## src/rtl/instr_loader.sv

```systemverilog
// Boot-time instruction loader. Receives a framed byte stream
// (sync, length, payload, checksum), writes the payload into instruction
// memory and releases the CPU only after a frame with a good checksum.
//
// state   | meaning
// --------+------------------------------------------------------------
// S_IDLE  | after reset; hunting for the sync byte, CPU held
// S_LEN   | sync seen; waiting for the length byte
// S_DATA  | waiting for the next payload byte
// S_WRITE | one-cycle memory write of the byte captured in S_DATA
// S_CHK   | all payload written; waiting for the checksum byte
// S_DONE  | checksum matched; CPU running, a new sync restarts loading
// S_ERR   | checksum mismatch or inter-byte timeout; hunting for sync
module instr_loader #(
   parameter logic [7:0]  SYNC_BYTE = 8'hA5,
   parameter logic [15:0] TIMEOUT   = 16'd50000
) (
   input  logic       clock,
   input  logic       reset_n,
   input  logic [7:0] in_data,
   input  logic       in_valid,
   output logic       in_ready,
   output logic       mem_we,
   output logic [7:0] mem_addr,
   output logic [7:0] mem_wdata,
   output logic       cpu_run,
   output logic       busy,
   output logic       err
);

   typedef enum logic [2:0] {
      S_IDLE, S_LEN, S_DATA, S_WRITE, S_CHK, S_DONE, S_ERR
   } state_t;

   state_t      state, state_nx;
   logic [7:0]  addr_cnt;
   logic [7:0]  csum;
   logic [8:0]  remain;
   logic [15:0] idle_cnt;
   logic        xfer;
   logic        is_sync;
   logic        timed_out;

   assign xfer      = in_valid && in_ready;
   assign is_sync   = (in_data == SYNC_BYTE);
   // The edge that would bring the idle count up to TIMEOUT is the timeout
   // edge; a transfer on that same edge takes priority in the FSM.
   assign timed_out = (idle_cnt == TIMEOUT - 16'd1);

   // State register
   always_ff @(posedge clock) begin
      if (!reset_n) state <= S_IDLE;
      else          state <= state_nx;
   end

   // Next-state and Moore outputs
   always_comb begin
      state_nx = state;
      in_ready = 1'b1;
      mem_we   = 1'b0;
      cpu_run  = 1'b0;
      busy     = 1'b0;
      err      = 1'b0;
      case (state)
         S_IDLE, S_DONE, S_ERR: begin
            cpu_run = (state == S_DONE);
            err     = (state == S_ERR);
            if (xfer && is_sync) state_nx = S_LEN;
         end
         S_LEN: begin
            busy = 1'b1;
            if (xfer)           state_nx = S_DATA;
            else if (timed_out) state_nx = S_ERR;
         end
         S_DATA: begin
            busy = 1'b1;
            if (xfer)           state_nx = S_WRITE;
            else if (timed_out) state_nx = S_ERR;
         end
         S_WRITE: begin
            busy     = 1'b1;
            in_ready = 1'b0;
            mem_we   = 1'b1;
            state_nx = (remain == 9'd1) ? S_CHK : S_DATA;
         end
         S_CHK: begin
            busy = 1'b1;
            if (xfer)           state_nx = (in_data == csum) ? S_DONE : S_ERR;
            else if (timed_out) state_nx = S_ERR;
         end
         default: state_nx = S_IDLE;
      endcase
   end

   // Datapath: address/length/checksum bookkeeping and the memory write port
   always_ff @(posedge clock) begin
      if (!reset_n) begin
         addr_cnt  <= 8'd0;
         csum      <= 8'd0;
         remain    <= 9'd0;
         mem_addr  <= 8'd0;
         mem_wdata <= 8'd0;
      end else begin
         case (state)
            S_IDLE, S_DONE, S_ERR: begin
               if (xfer && is_sync) begin
                  addr_cnt <= 8'd0;
                  csum     <= 8'd0;
               end
            end
            S_LEN: begin
               if (xfer) remain <= (in_data == 8'd0) ? 9'd256 : {1'b0, in_data};
            end
            S_DATA: begin
               if (xfer) begin
                  mem_wdata <= in_data;
                  mem_addr  <= addr_cnt;
                  csum      <= csum + in_data;
               end
            end
            S_WRITE: begin
               addr_cnt <= addr_cnt + 8'd1;
               remain   <= remain - 9'd1;
            end
            default: ;
         endcase
      end
   end

   // Inter-byte idle counter, live only while a frame is waiting for input
   always_ff @(posedge clock) begin
      if (!reset_n) begin
         idle_cnt <= 16'd0;
      end else if ((state == S_LEN || state == S_DATA || state == S_CHK) && !xfer) begin
         idle_cnt <= idle_cnt + 16'd1;
      end else begin
         idle_cnt <= 16'd0;
      end
   end

endmodule

```

## config.mk

```make
export PLATFORM = sky130hd
export DESIGN_NAME = instr_loader
export DESIGN_NICKNAME = d
export VERILOG_FILES = /design/src/rtl/instr_loader.sv
export SDC_FILE = /design/constraint.sdc
export NUM_CORES = 1
export LEC_CHECK = 0
export ABC_CLOCK_PERIOD_IN_PS = 5690
export CORE_MARGIN = 2
export CORE_UTILIZATION = 61
export CTS_CLUSTER_DIAMETER = 200
export DETAILED_ROUTE_END_ITERATION = 12
export GPL_ROUTABILITY_DRIVEN = 0
export PLACE_DENSITY = 0.85
export SETUP_SLACK_MARGIN = 0.3
export SLEW_MARGIN = 10
export SYNTH_ARGS = -nofsm -noshare
export SYNTH_HDL_FRONTEND = slang
export SYNTH_SLANG_ARGS = --single-unit
```

## constraint.sdc

```tcl
create_clock -name clock -period 5.69 [get_ports clock]
set_input_delay 1.138 -clock clock [delete_from_list [all_inputs] [get_ports clock]]
set_output_delay 1.138 -clock clock [all_outputs]
set_load 0.02 [all_outputs]
```

---- Word level (Yosys, flattened, before mapping) ----
Index checks and enable logic that the tools add are counted.
Widths: inputs -> output; s select.
operators by class
  reduce and logical (&&, ||, !) cells .... 18
  shift operators ......................... 0
  magnitude comparators ................... 0
  add/sub/neg operators ................... 4
  multipliers ............................. 0
  divide/modulo/power cells ............... 0
  equality and inequality tests ........... 13
  mux-type cells .......................... 20
  bitwise operators ....................... 0
operator list
  kind                   count
  $pmux 8 s2             2
  $mux 3                 6
  $mux 9                 2
  $pmux 9 s2             1
  $add 16x1->16 const B  1
  $eq 16x16->1 const B   1
  $mux 8                 2
  $pmux 3 s5             1
  $eq 3x3->1 const B     3
  $eq 9x1->1 const B     1
  $sub 9x1->9 const B    1
  $add 8x1->8 const B    1
  $add 8x8->8            1
  $eq 8x8->1             1
  $eq 8x8->1 const B     1
  $logic_not 8->1        1
  $reduce_and 2->1       4
  $eq 3x2->1 const B     2
  $ne 2x2->1 const B     3
  $reduce_bool 2->1      3
  $mux 1                 5
  $reduce_or 4->1        1
  $eq 3x1->1 const B     1
  $logic_and 1x1->1      3
  6 further kinds        7
word-level totals
  RAM bits ................................ 0
  register bits ........................... 60
  latch bits .............................. 0
  bits of input ports ..................... 11
  memory bits (read-only) ................. 0
  output and inout port bits .............. 21
  memories kept ........................... 0

---- Longest topological paths before layout ----
Gate-level depths: netlist of the first run.
  depth in word-level cells ............... 6
  depth in mapped cells ................... 8
  depth with buffers taken out ............ 7

---- Worst setup path before layout of the first run ----
Ideal clock, no wire load.
  path kind ............................... input port to flip-flop
  start ................................... input in_data[4]
  end ..................................... register state[1]
  data required time ...................... 5.563 ns
  arrival ................................. 2.727 ns
  slack ................................... 2.836 ns
  stages on the path ...................... 6
  path through ............................ ha_1 or4b_2 nor4_1 nor3b_1 o21ai_0 nand3_1
on the way
  cells in the longest elaborated chain, start to end .. 4
ends and longest elaborated chain
  what                  RTL line  source
  from (decl)           20        input logic [7:0] in_data,
  $eq 8x8->1            88        if (xfer) state_nx = (in_data == csum) ? S_DONE : S_ERR;
  $mux 2                88
  $mux 3                88
  $pmux 3 s5            64        case (state)
  to (signal assigned)  53        else state <= state_nx;
  to (decl)             35        state_t state, state_nx;
Parallel ways exist; a longest one is shown, timed or not.
A chain may end at the register's enable or synchronous reset.

---- Worst setup path in the final report of the first run ----
  start ................................... register state[1]
  end ..................................... output mem_we
on the way
  cells in the longest elaborated chain, start to end .. 2
ends and longest elaborated chain
  what        RTL line  source
  $eq 3x2->1  64
  $mux 1      64
  to (decl)   23        output logic mem_we,
Every way passes these cells.

==> impl_metrics.csv, run 1 <==
group,metric,value,unit
run_status,outcome,"finished clean",
global_route,grt_use_total,26.1,%
power,cellLeakagePower,1.26,nW
timing,setup_ws,2240,ps
timing,rsz0062_at_grt,"no",
timing,hold_viol_final,0,
clock_tree,htree_levels,3,
synthesis,synth.area.top_cells,"dfxtp_1, nand2_1, a21oi_1",
global_route,grt_start_max_net_pins,39,
synthesis,synth_top_area_share,37.9,%
power,power_density,229,nW/µm²
timing,period_needed,3450,ps
clock_tree,holdBufCountCts,0,
detailed_routing,vias_per_cell,5.91,
clock_tree,cts_max_path_buffers,2,
final_layout,finalInstanceArea,3670,µm²
power,ir_worst_vdd,0.154,mV
floorplanning,fp.dieW,76.0,µm
clock_tree,cts_tree,"yes",
clock_tree,cts_setup_buffers,0,
hold_path,holdPathStages,1,
final_layout,diodes,0,
power,p_clk_share,45.9,%
final_layout,fin_util,72.9,%
clock_tree,clk_pin_slew,70,ps
detailed_routing,dr.pass1.iters,4,
clock_tree,cts_resized,0,
clock_tree,clock_sinks,60,
floorplanning,pin_count,32,
synthesis,syn_nets,417,
detailed_routing,vias,2914,
synthesis,synth_seq_cells,60,
final_layout,drive_gt1_share,7.80,%
synthesis,yosys_warnings,0,
critical_path,r2r.worst_path.cells,5,
synthesis,synth_area_leader_cell,"dfxtp_1",
global_route,gr-total-overflow,0,
floorplanning,die_area,5780,µm²
timing,slew_headroom,31.5,%
final_layout,syn_to_final_growth,16.0,%
global_route,grt_first_pass_wirelength,12300,µm
critical_path,path_max_fanout,26,
final_layout,most-common-layout-cells,"dfxtp_1, nand2_1, a21oi_1",
placed_design,pre_cts_ws,2140,ps
synthesis,synth_edf_count,0,
floorplanning,rows,26,
final_layout,nets,441,
synthesis,synthCells,394,
power,p_switching,0.202,mW
critical_path,crit_path_end_kind,"output pin",
timing,skew,9.60,ps
synthesis,synth-main-ff-cell,"dfxtp_1",
global_route,grt_pass1_vias,2678,
placed_design,dp.final_hpwl,5060,µm
power,total_power,0.840,mW
synthesis,postSynth.asyncResetShare,0,%
critical_path,crit_type,"flip-flop to output pin",
timing,finalSetupViolations,0,
critical_path,worstSetupStartpointType,"flip-flop",
hold_path,min_path_type,"flip-flop to flip-flop",
detailed_routing,wl_per_cell,14.7,µm
power,intPower,0.637,mW
synthesis,synth_cell_types,59,
clock_tree,clk_latency,350,ps
floorplanning,start_util,62.8,%
global_route,grt_antenna_before_repair,0,
final_layout,layout_commonest_cell,"dfxtp_1",
timing,maxSlewViolCount,0,
timing,fmax,290,MHz
critical_path,required,4550,ps
placed_design,io_buffers,31,
timing,worstMarginPinSlew,1020,ps
detailed_routing,drt_iter0_markers,189,
detailed_routing,postRouteWirelength,7250,µm
synthesis,ys_seq_area_share,37.9,%
power,p_seq_share,50.1,%
power,combPwrFrac,4.1,%
timing,fin_setup_tns,0,ps
job,drv_cap,0,
floorplanning,core-area,5040,µm²
detailed_routing,antenna_left,0,
detailed_routing,route.detailed.drc,0,
clock_tree,cts-root-buf,"clkbuf_8",
critical_path,arrival,2320,ps
synthesis,avgSynthCellArea,8.03,µm²
timing,min_period_over_period,60.7,%
power,sw_frac_of_total,24.1,%
synthesis,syn-cell-area,3170,µm²
placed_design,place_area,3470,µm²
clock_tree,numCtsBuffers,9,
floorplanning,dieHeight,76.0,µm
## worst paths after layout
path | slack [ps] | startpoint | end
setup / recovery | 2240 | state[1] | mem_we
hold reg to reg | 440 | idle_cnt[0] | idle_cnt[0]
hold / removal | 440 | idle_cnt[0] | idle_cnt[0]
setup reg to reg | 3210 | state[1] | csum[3]
## cell usage after synthesis (all sizes together) (8+ instances only)
master / number
dfxtp: 60
nand3: 16
nor2: 37
and3: 8
clkbuf: 12
buf: 8
inv: 8
a21oi: 41
nor3: 8
xnor2: 10
nand2: 56
or3: 10
xor2: 8
ha: 11
o21ai: 20
## cell families after synthesis
group	Yosys count	share of synthesized area, %
AND/OR/NAND/NOR	180	29.0
AO/OA/AOI/OAI	96	18.8
flip-flops	60	37.9
buffers and inverters	28	4.31
XOR/XNOR	18	4.98
adder cells (fa/ha/maj)	12	4.98
## routing by layer
layer | GRT usage [%] | vias up | share of wire [%]
met3 | 4.62 | 12 | 4.9
met4 | 13.1 | 0 | 1.8
met2 | 43.2 | 80 | 50
li1 | - | 1456 | -
met5 | 0 | - | 0
met1 | 33.0 | 1366 | 44
## area by class of cell
type,count,area [µm²]
clock inverters,7,77.6
fillers,398,1370
flip-flops and latches,60,1200
inverters,8,30.0
well taps,70,87.6
clock buffers,9,124
repair buffers,33,325
multi-input cells,306,1830
## flip-flops by register name (all words and copies together) (netlist names)
signal,cells
idle_cnt,16
remain,9
csum,8
state,3
addr_cnt,8
mem_addr,8
mem_wdata,8
## power by group through the flow
stage	sequential, mW	combinational, mW	clock (mW)
floorplan	0.430	0.0181	0
global placement	0.430	0.0330	0
detailed placement	0.430	0.0335	0
CTS	0.420	0.0337	0.392
global route	0.420	0.0368	0.412
finish	0.420	0.0341	0.385
## metrics by stage
stage / instances / hold slack [ps]
3_5_place_dp: 477 / 431
5_1_grt: 493 / 472
3_3_place_gp: 477 / 425
6_report: 493 / 440
4_1_cts: 493 / 443
2_1_floorplan: 394 / 413
## critical path: stages, from the launching register on
cell	delay (ps)
dfxtp_1	620
nand3b_1	130
buf_4	240
inv_1	310
clkdlybuf4s50_1	680
Power figures use the tool's default switching activity.
==> run 2: changes to the inputs <==
Settings changed: ABC_CLOCK_PERIOD_IN_PS 5690 to 3300, CORE_UTILIZATION 61 to 57, PLACE_DENSITY 0.85 to 0.8.
Clock period 5.69 ns to 3.3 ns, I/O delays scaled along.
==> run 2 against run 1 <==
Against the previous run:
- count of clock-buffer cells in the layout unchanged
- final cell count up 2.0%
- combinational power up 90%
- global-route usage down 0.23 points
- final area up 1.7%
- die area up 6.6%
- sequential power up 73%
- critical endpoint unchanged
==> impl_metrics.csv, run 2 (synthesized netlist as in run 1, its figures left out) <==
group,metric,value,unit
run_status,outcome,"finished clean",
job,drv_cap,0,
power,combPwrFrac,4.5,%
clock_tree,holdBufCountCts,0,
placed_design,place_area,3530,µm²
final_layout,largest_reg_flops,16,
global_route,grt_start_max_net_pins,39,
final_layout,largestRegisters,"idle_cnt: 16 flops, remain: 9 flops",
power,power_density,389,nW/µm²
clock_tree,cts_setup_buffers,0,
critical_path,r2r.worst_path.cells,6,
timing,finalSetupViolations,0,
critical_path,worstSetupStartpointType,"flip-flop",
timing,min_period_over_period,85.4,%
floorplanning,die_area,6170,µm²
critical_path,path_max_fanout,16,
power,intPower,1.10,mW
timing,fin_setup_tns,0,ps
detailed_routing,antenna_left,0,
power,sw_frac_of_total,24.1,%
global_route,grt_use_total,25.9,%
clock_tree,numCtsBuffers,9,
critical_path,timing.rr.end,"state[1]",
detailed_routing,wl_per_cell,14.7,µm
timing,worstMarginPinSlew,476,ps
clock_tree,cts_resized,0,
detailed_routing,drt_iter0_markers,220,
timing,period_needed,2820,ps
global_route,grt_antenna_before_repair,0,
floorplanning,core-area,5440,µm²
floorplanning,dieHeight,78.5,µm
final_layout,syn_to_final_growth,18.0,%
clock_tree,cts_tree,"yes",
clock_tree,htree_levels,3,
timing,fmax,355,MHz
final_layout,fin_util,68.7,%
power,p_switching,0.350,mW
floorplanning,start_util,58.2,%
final_layout,nets,449,
hold_path,min_to,"idle_cnt[0]",
timing,skew,9.41,ps
final_layout,drive_gt1_share,9.51,%
critical_path,crit_path_end_kind,"output pin",
critical_path,crit_family,"buffers and inverters",
clock_tree,clk_latency,350,ps
timing,hold_viol_final,0,
power,cellLeakagePower,1.29,nW
clock_tree,cts_max_path_buffers,2,
critical_path,crit_type,"flip-flop to output pin",
hold_path,worstHoldStart,"idle_cnt[0]",
global_route,grt_pass1_vias,2746,
timing,maxSlewViolCount,0,
floorplanning,rows,27,
detailed_routing,route.detailed.drc,0,
power,ir_worst_vdd,0.248,mV
timing,rsz0062_at_grt,"no",
critical_path,path_cells,"nand3b_1 -> inv_1 -> clkdlybuf4s50_1",
final_layout,diodes,0,
power,p_seq_share,49.9,%
critical_path,slowest_stage,"clkdlybuf4s50_1",
clock_tree,clock_sinks,60,
detailed_routing,vias,2921,
clock_tree,cts-root-buf,"clkbuf_8",
floorplanning,pin_count,32,
final_layout,top_register,"idle_cnt",
hold_path,holdPathStages,1,
detailed_routing,dr.pass1.iters,5,
critical_path,reg2reg_slack,1110,ps
critical_path,cp.buffers_inverters,2,
clock_tree,clk_pin_slew,70,ps
power,p_clk_share,45.7,%
floorplanning,fp.dieW,78.5,µm
detailed_routing,postRouteWirelength,7410,µm
placed_design,dp.final_hpwl,5060,µm
timing,slew_headroom,68.1,%
placed_design,io_buffers,31,
detailed_routing,vias_per_cell,5.81,
critical_path,r2r_start,"csum[4]",
final_layout,most-common-layout-cells,"dfxtp_1, nand2_1, a21oi_1",
final_layout,finalInstanceArea,3730,µm²
hold_path,min_path_type,"flip-flop to flip-flop",
critical_path,required,2640,ps
global_route,gr-total-overflow,0,
critical_path,arrival,2160,ps
critical_path,cp_slowest_stage_delay,690,ps
final_layout,layout_commonest_cell,"dfxtp_1",
global_route,grt_first_pass_wirelength,12700,µm
==> run 2: worst max path at each step <==
stage / end / start / cells past startpoint
global placement: state[1] / in_data[4] / 7
global route: mem_we / state[0] / 3
CTS: mem_we / state[0] / 3
finish: mem_we / state[0] / 3
floorplan: state[1] / in_data[4] / 6
detailed placement: state[1] / in_data[4] / 7
==> run 2: worst register-to-register path, delay by kind of cell, from the launching register on <==
| kind | cells | cell delay, ps |
|---|---|---|
| AND/OR/NAND/NOR | 4 | 1220 |
| adder cells (fa/ha/maj) | 1 | 350 |
| flip-flops | 1 | 330 |
| AO/OA/AOI/OAI | 1 | 170 |
==> run 2: cell type report <==
| class | count | area, µm² |
|---|---|---|
| multi-input cells | 306 | 1830 |
| fillers | 460 | 1700 |
| flip-flops and latches | 60 | 1200 |
| repair buffers | 41 | 385 |
| clock buffers | 9 | 124 |
| well taps | 72 | 90.1 |
| clock inverters | 7 | 76.3 |
| inverters | 8 | 30.0 |
==> run 2: power by group through the flow <==
stage | sequential, mW | combinational [mW] | clock [mW]
2_1_floorplan | 0.741 | 0.0311 | 0
3_3_place_gp | 0.741 | 0.0622 | 0
3_5_place_dp | 0.741 | 0.0630 | 0
4_1_cts | 0.725 | 0.0636 | 0.672
5_1_grt | 0.724 | 0.0701 | 0.699
6_report | 0.725 | 0.0647 | 0.663
==> run 2: layer usage <==
| metal | part of all wire [%] | track usage (%) |
|---|---|---|
| met1 | 46 | 33.0 |
| met2 | 47 | 41.7 |
| met3 | 5.7 | 5.29 |
| met4 | 2.0 | 12.5 |
| met5 | 0 | 0 |
==> run 2: per-stage QoR <==
step / power, mW / setup WS (ps) / instances / hold WS [ps]
final: 1.45 / 483 / 503 / 446
after global routing: 1.49 / 321 / 503 / 464
after CTS: 1.46 / 487 / 503 / 447
after detailed placement: 0.804 / 230 / 487 / 436
after global placement: 0.804 / 284 / 487 / 426
after floorplan: 0.772 / 924 / 394 / 413
